===== config.mk =====
export PLATFORM = sky130hd
export DESIGN_NAME = bit_unstuffer_flat
export DESIGN_NICKNAME = d
export VERILOG_FILES = /design/src/rtl/bit_unstuffer_if.sv /design/src/rtl/bit_unstuffer.sv /design/src/flat_wrapper.sv
export SDC_FILE = /design/constraint.sdc
export NUM_CORES = 1
export LEC_CHECK = 0
export BUFFER_PORTS_ARGS = -buffer_cell sky130_fd_sc_hd__buf_2
export CORE_AREA = 10 10 47 49
export DETAILED_ROUTE_END_ITERATION = 7
export DIE_AREA = 0 0 57 59
export GPL_TIMING_DRIVEN = 0
export HOLD_SLACK_MARGIN = 0.06
export PLACE_DENSITY = 0.48
export RECOVER_POWER = 100
export SLEW_MARGIN = 30
export SYNTH_ARGS = -nofsm -noshare
export SYNTH_HDL_FRONTEND = slang
export SYNTH_SLANG_ARGS = --single-unit

===== constraint.sdc =====
create_clock -name clk -period 3.2 [get_ports clk]
set_input_delay 0.96 -clock clk [delete_from_list [all_inputs] [get_ports clk]]
set_output_delay 0.96 -clock clk [all_outputs]
set_load 0.03 [all_outputs]

===== src/rtl/bit_unstuffer_if.sv =====
`default_nettype none
// ============================================================================
// Module      : bit_unstuffer_if
// Description : Signal bundle between the NRZI decoder side and the bit
//               decoder side of the USB receive-path bit unstuffer.
//               master : drives the serial stream and framing, observes
//                        the unstuffed result (upstream / bench view).
//               slave  : the unstuffer itself.
// Signals     : s_in, start_unstuffer, end_unstuffer, abort (to unstuffer)
//               s_out, start_decode, end_decode, bitUnstuff_wait (from it)
// Revision    : 1.0 - initial release
// ============================================================================
interface bit_unstuffer_if;
  logic s_in;
  logic start_unstuffer;
  logic end_unstuffer;
  logic abort;
  logic s_out;
  logic start_decode;
  logic end_decode;
  logic bitUnstuff_wait;

  modport master (
    output s_in, start_unstuffer, end_unstuffer, abort,
    input  s_out, start_decode, end_decode, bitUnstuff_wait
  );

  modport slave (
    input  s_in, start_unstuffer, end_unstuffer, abort,
    output s_out, start_decode, end_decode, bitUnstuff_wait
  );
endinterface
`default_nettype wire


===== src/rtl/bit_unstuffer.sv =====
`default_nettype none
// ============================================================================
// Module      : bit_unstuffer
// Description : Removes USB stuffed bits from the decoded serial stream.
//               After six consecutive forwarded 1s the next bit is dropped
//               and its output slot is flagged with bitUnstuff_wait.
//               Every input bit maps to exactly one output slot, one cycle
//               later; framing strobes follow with the same latency.
// Ports       : clk    - system clock, rising edge
//               rst_n  - synchronous active-low reset
//               bus    - bit_unstuffer_if.slave (serial in/out + framing)
// Revision    : 1.0 - initial release
// ============================================================================
module bit_unstuffer (
  input  logic           clk,
  input  logic           rst_n,
  bit_unstuffer_if.slave bus
);

  typedef enum logic [0:0] {
    IDLE   = 1'b0,
    ACTIVE = 1'b1
  } state_t;

  localparam logic [2:0] STUFF_RUN = 3'd6;

  state_t     state_q, state_d;
  logic [2:0] cnt_q, cnt_d;
  logic       s_out_q, s_out_d;
  logic       start_q, start_d;
  logic       end_q, end_d;
  logic       wait_q, wait_d;

  logic       take_bit;
  logic [2:0] run_base;

  always_ff @(posedge clk) begin
    if (!rst_n) begin
      state_q <= IDLE;
      cnt_q   <= 3'd0;
      s_out_q <= 1'b0;
      start_q <= 1'b0;
      end_q   <= 1'b0;
      wait_q  <= 1'b0;
    end else begin
      state_q <= state_d;
      cnt_q   <= cnt_d;
      s_out_q <= s_out_d;
      start_q <= start_d;
      end_q   <= end_d;
      wait_q  <= wait_d;
    end
  end

  always_comb begin
    state_d = state_q;
    cnt_d   = cnt_q;
    s_out_d = 1'b0;
    start_d = 1'b0;
    end_d   = 1'b0;
    wait_d  = 1'b0;

    // The start cycle's bit is processed too, so the run length seen by
    // that bit must be zero rather than whatever the counter holds.
    take_bit = (state_q == ACTIVE) || bus.start_unstuffer;
    run_base = (state_q == ACTIVE) ? cnt_q : 3'd0;

    if (bus.abort) begin
      state_d = IDLE;
      cnt_d   = 3'd0;
    end else if (take_bit) begin
      start_d = (state_q == IDLE);
      end_d   = bus.end_unstuffer;
      state_d = bus.end_unstuffer ? IDLE : ACTIVE;

      if (run_base == STUFF_RUN) begin
        // Stuffed slot: dropped whatever its value; integrity is left to
        // the CRC/PID checks further downstream.
        wait_d = 1'b1;
        cnt_d  = 3'd0;
      end else begin
        s_out_d = bus.s_in;
        cnt_d   = bus.s_in ? (run_base + 3'd1) : 3'd0;
      end

      if (bus.end_unstuffer) begin
        cnt_d = 3'd0;
      end
    end
  end

  assign bus.s_out           = s_out_q;
  assign bus.start_decode    = start_q;
  assign bus.end_decode      = end_q;
  assign bus.bitUnstuff_wait = wait_q;

endmodule
`default_nettype wire


===== src/flat_wrapper.sv =====
// flat-port wrapper written by rule: the top's interface ports become plain ports
module bit_unstuffer_flat 
  (clk, rst_n, bus_s_in, bus_start_unstuffer, bus_end_unstuffer, bus_abort, bus_s_out, bus_start_decode, bus_end_decode, bus_bitUnstuff_wait);
  bit_unstuffer_if bus_i ();
  input  logic clk;
  input  logic rst_n;
  input wire logic [$bits(bus_i.s_in)-1:0] bus_s_in;
  input wire logic [$bits(bus_i.start_unstuffer)-1:0] bus_start_unstuffer;
  input wire logic [$bits(bus_i.end_unstuffer)-1:0] bus_end_unstuffer;
  input wire logic [$bits(bus_i.abort)-1:0] bus_abort;
  output wire logic [$bits(bus_i.s_out)-1:0] bus_s_out;
  output wire logic [$bits(bus_i.start_decode)-1:0] bus_start_decode;
  output wire logic [$bits(bus_i.end_decode)-1:0] bus_end_decode;
  output wire logic [$bits(bus_i.bitUnstuff_wait)-1:0] bus_bitUnstuff_wait;
  assign bus_i.s_in = bus_s_in;
  assign bus_i.start_unstuffer = bus_start_unstuffer;
  assign bus_i.end_unstuffer = bus_end_unstuffer;
  assign bus_i.abort = bus_abort;
  assign bus_s_out = bus_i.s_out;
  assign bus_start_decode = bus_i.start_decode;
  assign bus_end_decode = bus_i.end_decode;
  assign bus_bitUnstuff_wait = bus_i.bitUnstuff_wait;
  bit_unstuffer u_core (.clk(clk), .rst_n(rst_n), .bus(bus_i));
endmodule

## Word-level counts from Yosys, hierarchy flattened

Cells that the tools add are included.

| cells by class | value |
|---|---|
| muxes and demuxes | 6 |
| add/subtract/negate cells | 1 |
| reductions and logical operators | 4 |
| bitwise gates (word level) | 3 |
| equal/unequal tests | 1 |

Operators by type and width:

| cell | count |
|---|---|
| $mux 3 | 4 |
| $reduce_or 4->1 | 1 |
| $add 3x1->3 const B | 1 |
| $eq 3x3->1 const B | 1 |
| $not 1->1 | 3 |
| $reduce_or 3->1 | 1 |
| $mux 1 | 2 |
| $reduce_or 2->1 | 1 |
| $logic_or 1x1->1 | 1 |

| word-level totals | value |
|---|---|
| register bits | 8 |
| input bits | 6 |
| output and inout port bits | 4 |

## Logic depth before layout (Yosys ltp)

| depth | value |
|---|---|
| depth in word-level cells | 5 |
| gate-level depth with buffers | 5 |

## Least setup slack after synthesis

No wires, ideal clock.

| timing | value |
|---|---|
| path kind | input-to-reg |
| start | in bus_s_in |
| end | reg u_core.cnt_q[0] |
| data arrival time | 1.554 ns |
| cell stages on the path | 3 |
| library setup time | 0.112 ns |
| setup slack | 1.534 ns |
| required time | 3.088 ns |
| buffers on the path | 0 |
| path through | nor2b_1 > nand2_1 > a2111oi_1 |

| on the way | value |
|---|---|
| cells in the longest elaborated chain, start to end | 3 |

RTL lines:

| element | line | RTL |
|---|---|---|
| from (decl) | flat_wrapper.sv:7 | `input wire logic [$bits(bus_i.s_in)-1:0] bus_s_in;` |
| $mux 3 | bit_unstuffer.sv:83 | `cnt_d = bus.s_in ? (run_base + 3'd1) : 3'd0;` |
| $mux 3 | bit_unstuffer.sv:76 | `if (run_base == STUFF_RUN) begin` |
| $mux 3 | bit_unstuffer.sv:86 | `if (bus.end_unstuffer) begin` |
| to (signal assigned) | bit_unstuffer.sv:47 | `cnt_q <= cnt_d;` |
| to (decl) | bit_unstuffer.sv:28 | `logic [2:0] cnt_q, cnt_d;` |

Every way passes these cells.
A chain may end at the register's enable or synchronous reset.

## Final worst setup path

| timing | value |
|---|---|
| start | reg u_core.start_q, in the netlist u_core.bus.start_decode |
| end | out bus_start_decode |

RTL lines:

| element | line | RTL |
|---|---|---|
| from (decl) | bit_unstuffer.sv:30 | `logic start_q, start_d;` |
| from (signal assigned) | bit_unstuffer.sv:49 | `start_q <= start_d;` |
| to (decl) | flat_wrapper.sv:12 | `output wire logic [$bits(bus_i.start_decode)-1:0] bus_start_decode;` |

No word-level cell between the ends.

==> flow_summary.yaml <==
status:
  status: "finished clean"
setup_path:
  critPathBufInv: 1
  cp-start-kind: "flop"
  cp-end-kind: "output port"
  critical_path.top_delay_family: "flip-flops"
  crit_required_ns: 2.24
  crit_chain: "clkbuf_1"
  slowest_stage: "dfxtp_1"
  cp_slowest_stage_delay_ns: 0.30
  crit_fanout: 1
  setup.worst_path.class: "reg2out"
  worstPathArrival_ns: 0.85
  r2r_slack_ns: 1.87
floorplanning:
  die_w_um: 57
  coreArea_um2: 1400
  initial_utilization_pct: 22.9
  die_height_um: 59
  pin_count: 10
  rows: 14
  die_area_um2: 3360
synthesis:
  seq_area_frac_synth_pct: 49.8
  synth_area_leader_cell: "dfxtp_1"
  ys_ff_latch: 8
  synthTopCellsByArea: "dfxtp_1 50%, nor2_1 5.8%, nand2_1 4.7%"
  syn_area_um2: 322
  synth_warnings: 0
  yosysUniqueCellTypes: 18
  syn-num-nets: 42
  syn_inst: 35
  yosysTopAreaCellShare_pct: 49.8
  synth.avg_cell_area_um2: 9.19
route:
  postRouteAntennaNets: 0
  wl_per_cell_um: 10.4
  dr.pass1.iters: 4
  via_per_inst: 4.56
  finalWirelength_um: 658
  drc: 0
  vias: 287
  first_iter_violations: 8
clock_network:
  post_cts_buffers: 0
  hold_buffers: 0
  clk_latency_ns: 0.24
  cts.sinks: 8
  cts_resized: 0
  clockBufferDepth: 2
  tritoncts: "done"
  cts.clk_slew.worst_paths_ns: 0.05
  cts-root-buf: "clkbuf_4"
  cts_buffers: 3
  htree_levels: 1
global_route:
  grtUsageTotal_pct: 4.11
  grt_first_pass_wirelength_um: 1040
  grt_max_degree: 9
  overflow: 0
  grt_pass1_vias: 270
  antenna_found_initial: 0
hold_path:
  hp-class: "reg2reg"
placement:
  gp_congestion: 0.876
  io_buffers: 9
  dp_hpwl_um: 538
pwr:
  p_total_uw: 190
  p_per_area_nw_per_um2: 473
  vdd_drop_max_v: 0.000208
  leakage_uw: 0.000172
sta:
  skew_ns: 0.000868
  max_freq_ghz: 0.552
  period_needed_ns: 1.81
  rsz0062_at_grt: "false"
  post-route-period-util_pct: 56.6
  hold_viol_final: 0
  setup_violations: 0
  fin_setup_tns_ns: 0
  max_slew_margin_pct: 75.4
  maxSlewViolCount: 0
  whs_ns: 0.466
  tightest_slew_ns: 0.359
job:
  cap_violations: 0
finish:
  area_growth_pct: 24.9
  n_antenna_cell: 0
  drive_gt1_share_pct: 17.0
  fin_nets: 56
[per-layer routing]
metal  global-route usage [%]  vias up  wire length [um]
met5                        0        -                 0
met1                     3.80      125               302
met2                     6.05       10               307
met3                     3.86        2                38
met4                     2.01        0                10
li1                         -      150                 -
[layout make-up]
cell class | instances | area, um2
Clock buffer | 3 | 22.5
Timing Repair Buffer | 9 | 38.8
Multi-Input combinational cell | 27 | 160
Fill cell | 146 | 1000
Sequential cell | 8 | 160
Tap cell | 16 | 20.0
[cells by family after synthesis]
logic type,count (synthesis),synth area share (%)
flops,8,49.8
compound gates,5,10.5
simple gates,20,33.1
xor+xnor,1,2.72
fa+ha+maj,1,3.89
[registers in the layout, summed over array words and instances, names as in the netlist]
| register | flops |
|---|---|
| u_core.bus.bitUnstuff_wait | 1 |
| u_core.bus.start_decode | 1 |
| u_core.state_q | 1 |
| u_core.bus.s_out | 1 |
| u_core.bus.end_decode | 1 |
| u_core.cnt_q | 3 |
[power by group]
group	total, uW	internal (uW)	switching, uW
clock network	72.5	42.6	29.9
registers	103	102	1.02
logic	14.6	5.41	9.17
[per-stage QoR]
stage	cells	util [%]	worst slack, ns	area, um2
detailed placement	60	27.6	1.31	387
floorplan	35	-	1.53	322
finish	63	28.7	1.39	402
CTS	63	29.2	1.50	409
global placement	60	27.6	1.31	387
global route	63	28.7	1.32	402
[cells in the mapped netlist]
| cell | instances |
|---|---|
| xor2_1 | 1 |
| dfxtp_1 | 8 |
| ha_1 | 1 |
| nand4_1 | 1 |
| nand3_1 | 1 |
| nand2b_1 | 1 |
| a31oi_1 | 1 |
| nor2b_1 | 2 |
| nand2_1 | 4 |
| nand4b_1 | 1 |
| and3b_1 | 1 |
| a21oi_1 | 2 |
| a2111oi_1 | 1 |
| o31ai_1 | 1 |
| nor2_1 | 5 |
| and3_1 | 1 |
| or2_2 | 1 |
| and2_1 | 2 |
[worst paths after layout]
kind / end / start / depth (start not counted)
worst max-delay path: bus_start_decode / u_core.bus.start_decode$_SDFF_PP0_ / 1
worst min-delay path: u_core.cnt_q[1]$_SDFFE_PP0N_ / u_core.cnt_q[1]$_SDFFE_PP0N_ / 2
worst max register to register: u_core.cnt_q[2]$_SDFFE_PP0N_ / u_core.state_q$_SDFFE_PP0N_ / 5
worst min register to register: u_core.cnt_q[1]$_SDFFE_PP0N_ / u_core.cnt_q[1]$_SDFFE_PP0N_ / 2
[placed cells by master (no fill, tap or decap), types with 2 or more instances in the layout]
master	synthesis	final
dfxtp_1	8	8
a21oi_1	2	2
nor2b_1	2	2
nor2_1	5	5
clkbuf_4	0	3
buf_2	0	4
nand2_1	4	4
clkbuf_1	0	5
Note: power is estimated with default switching activity, not from simulation.
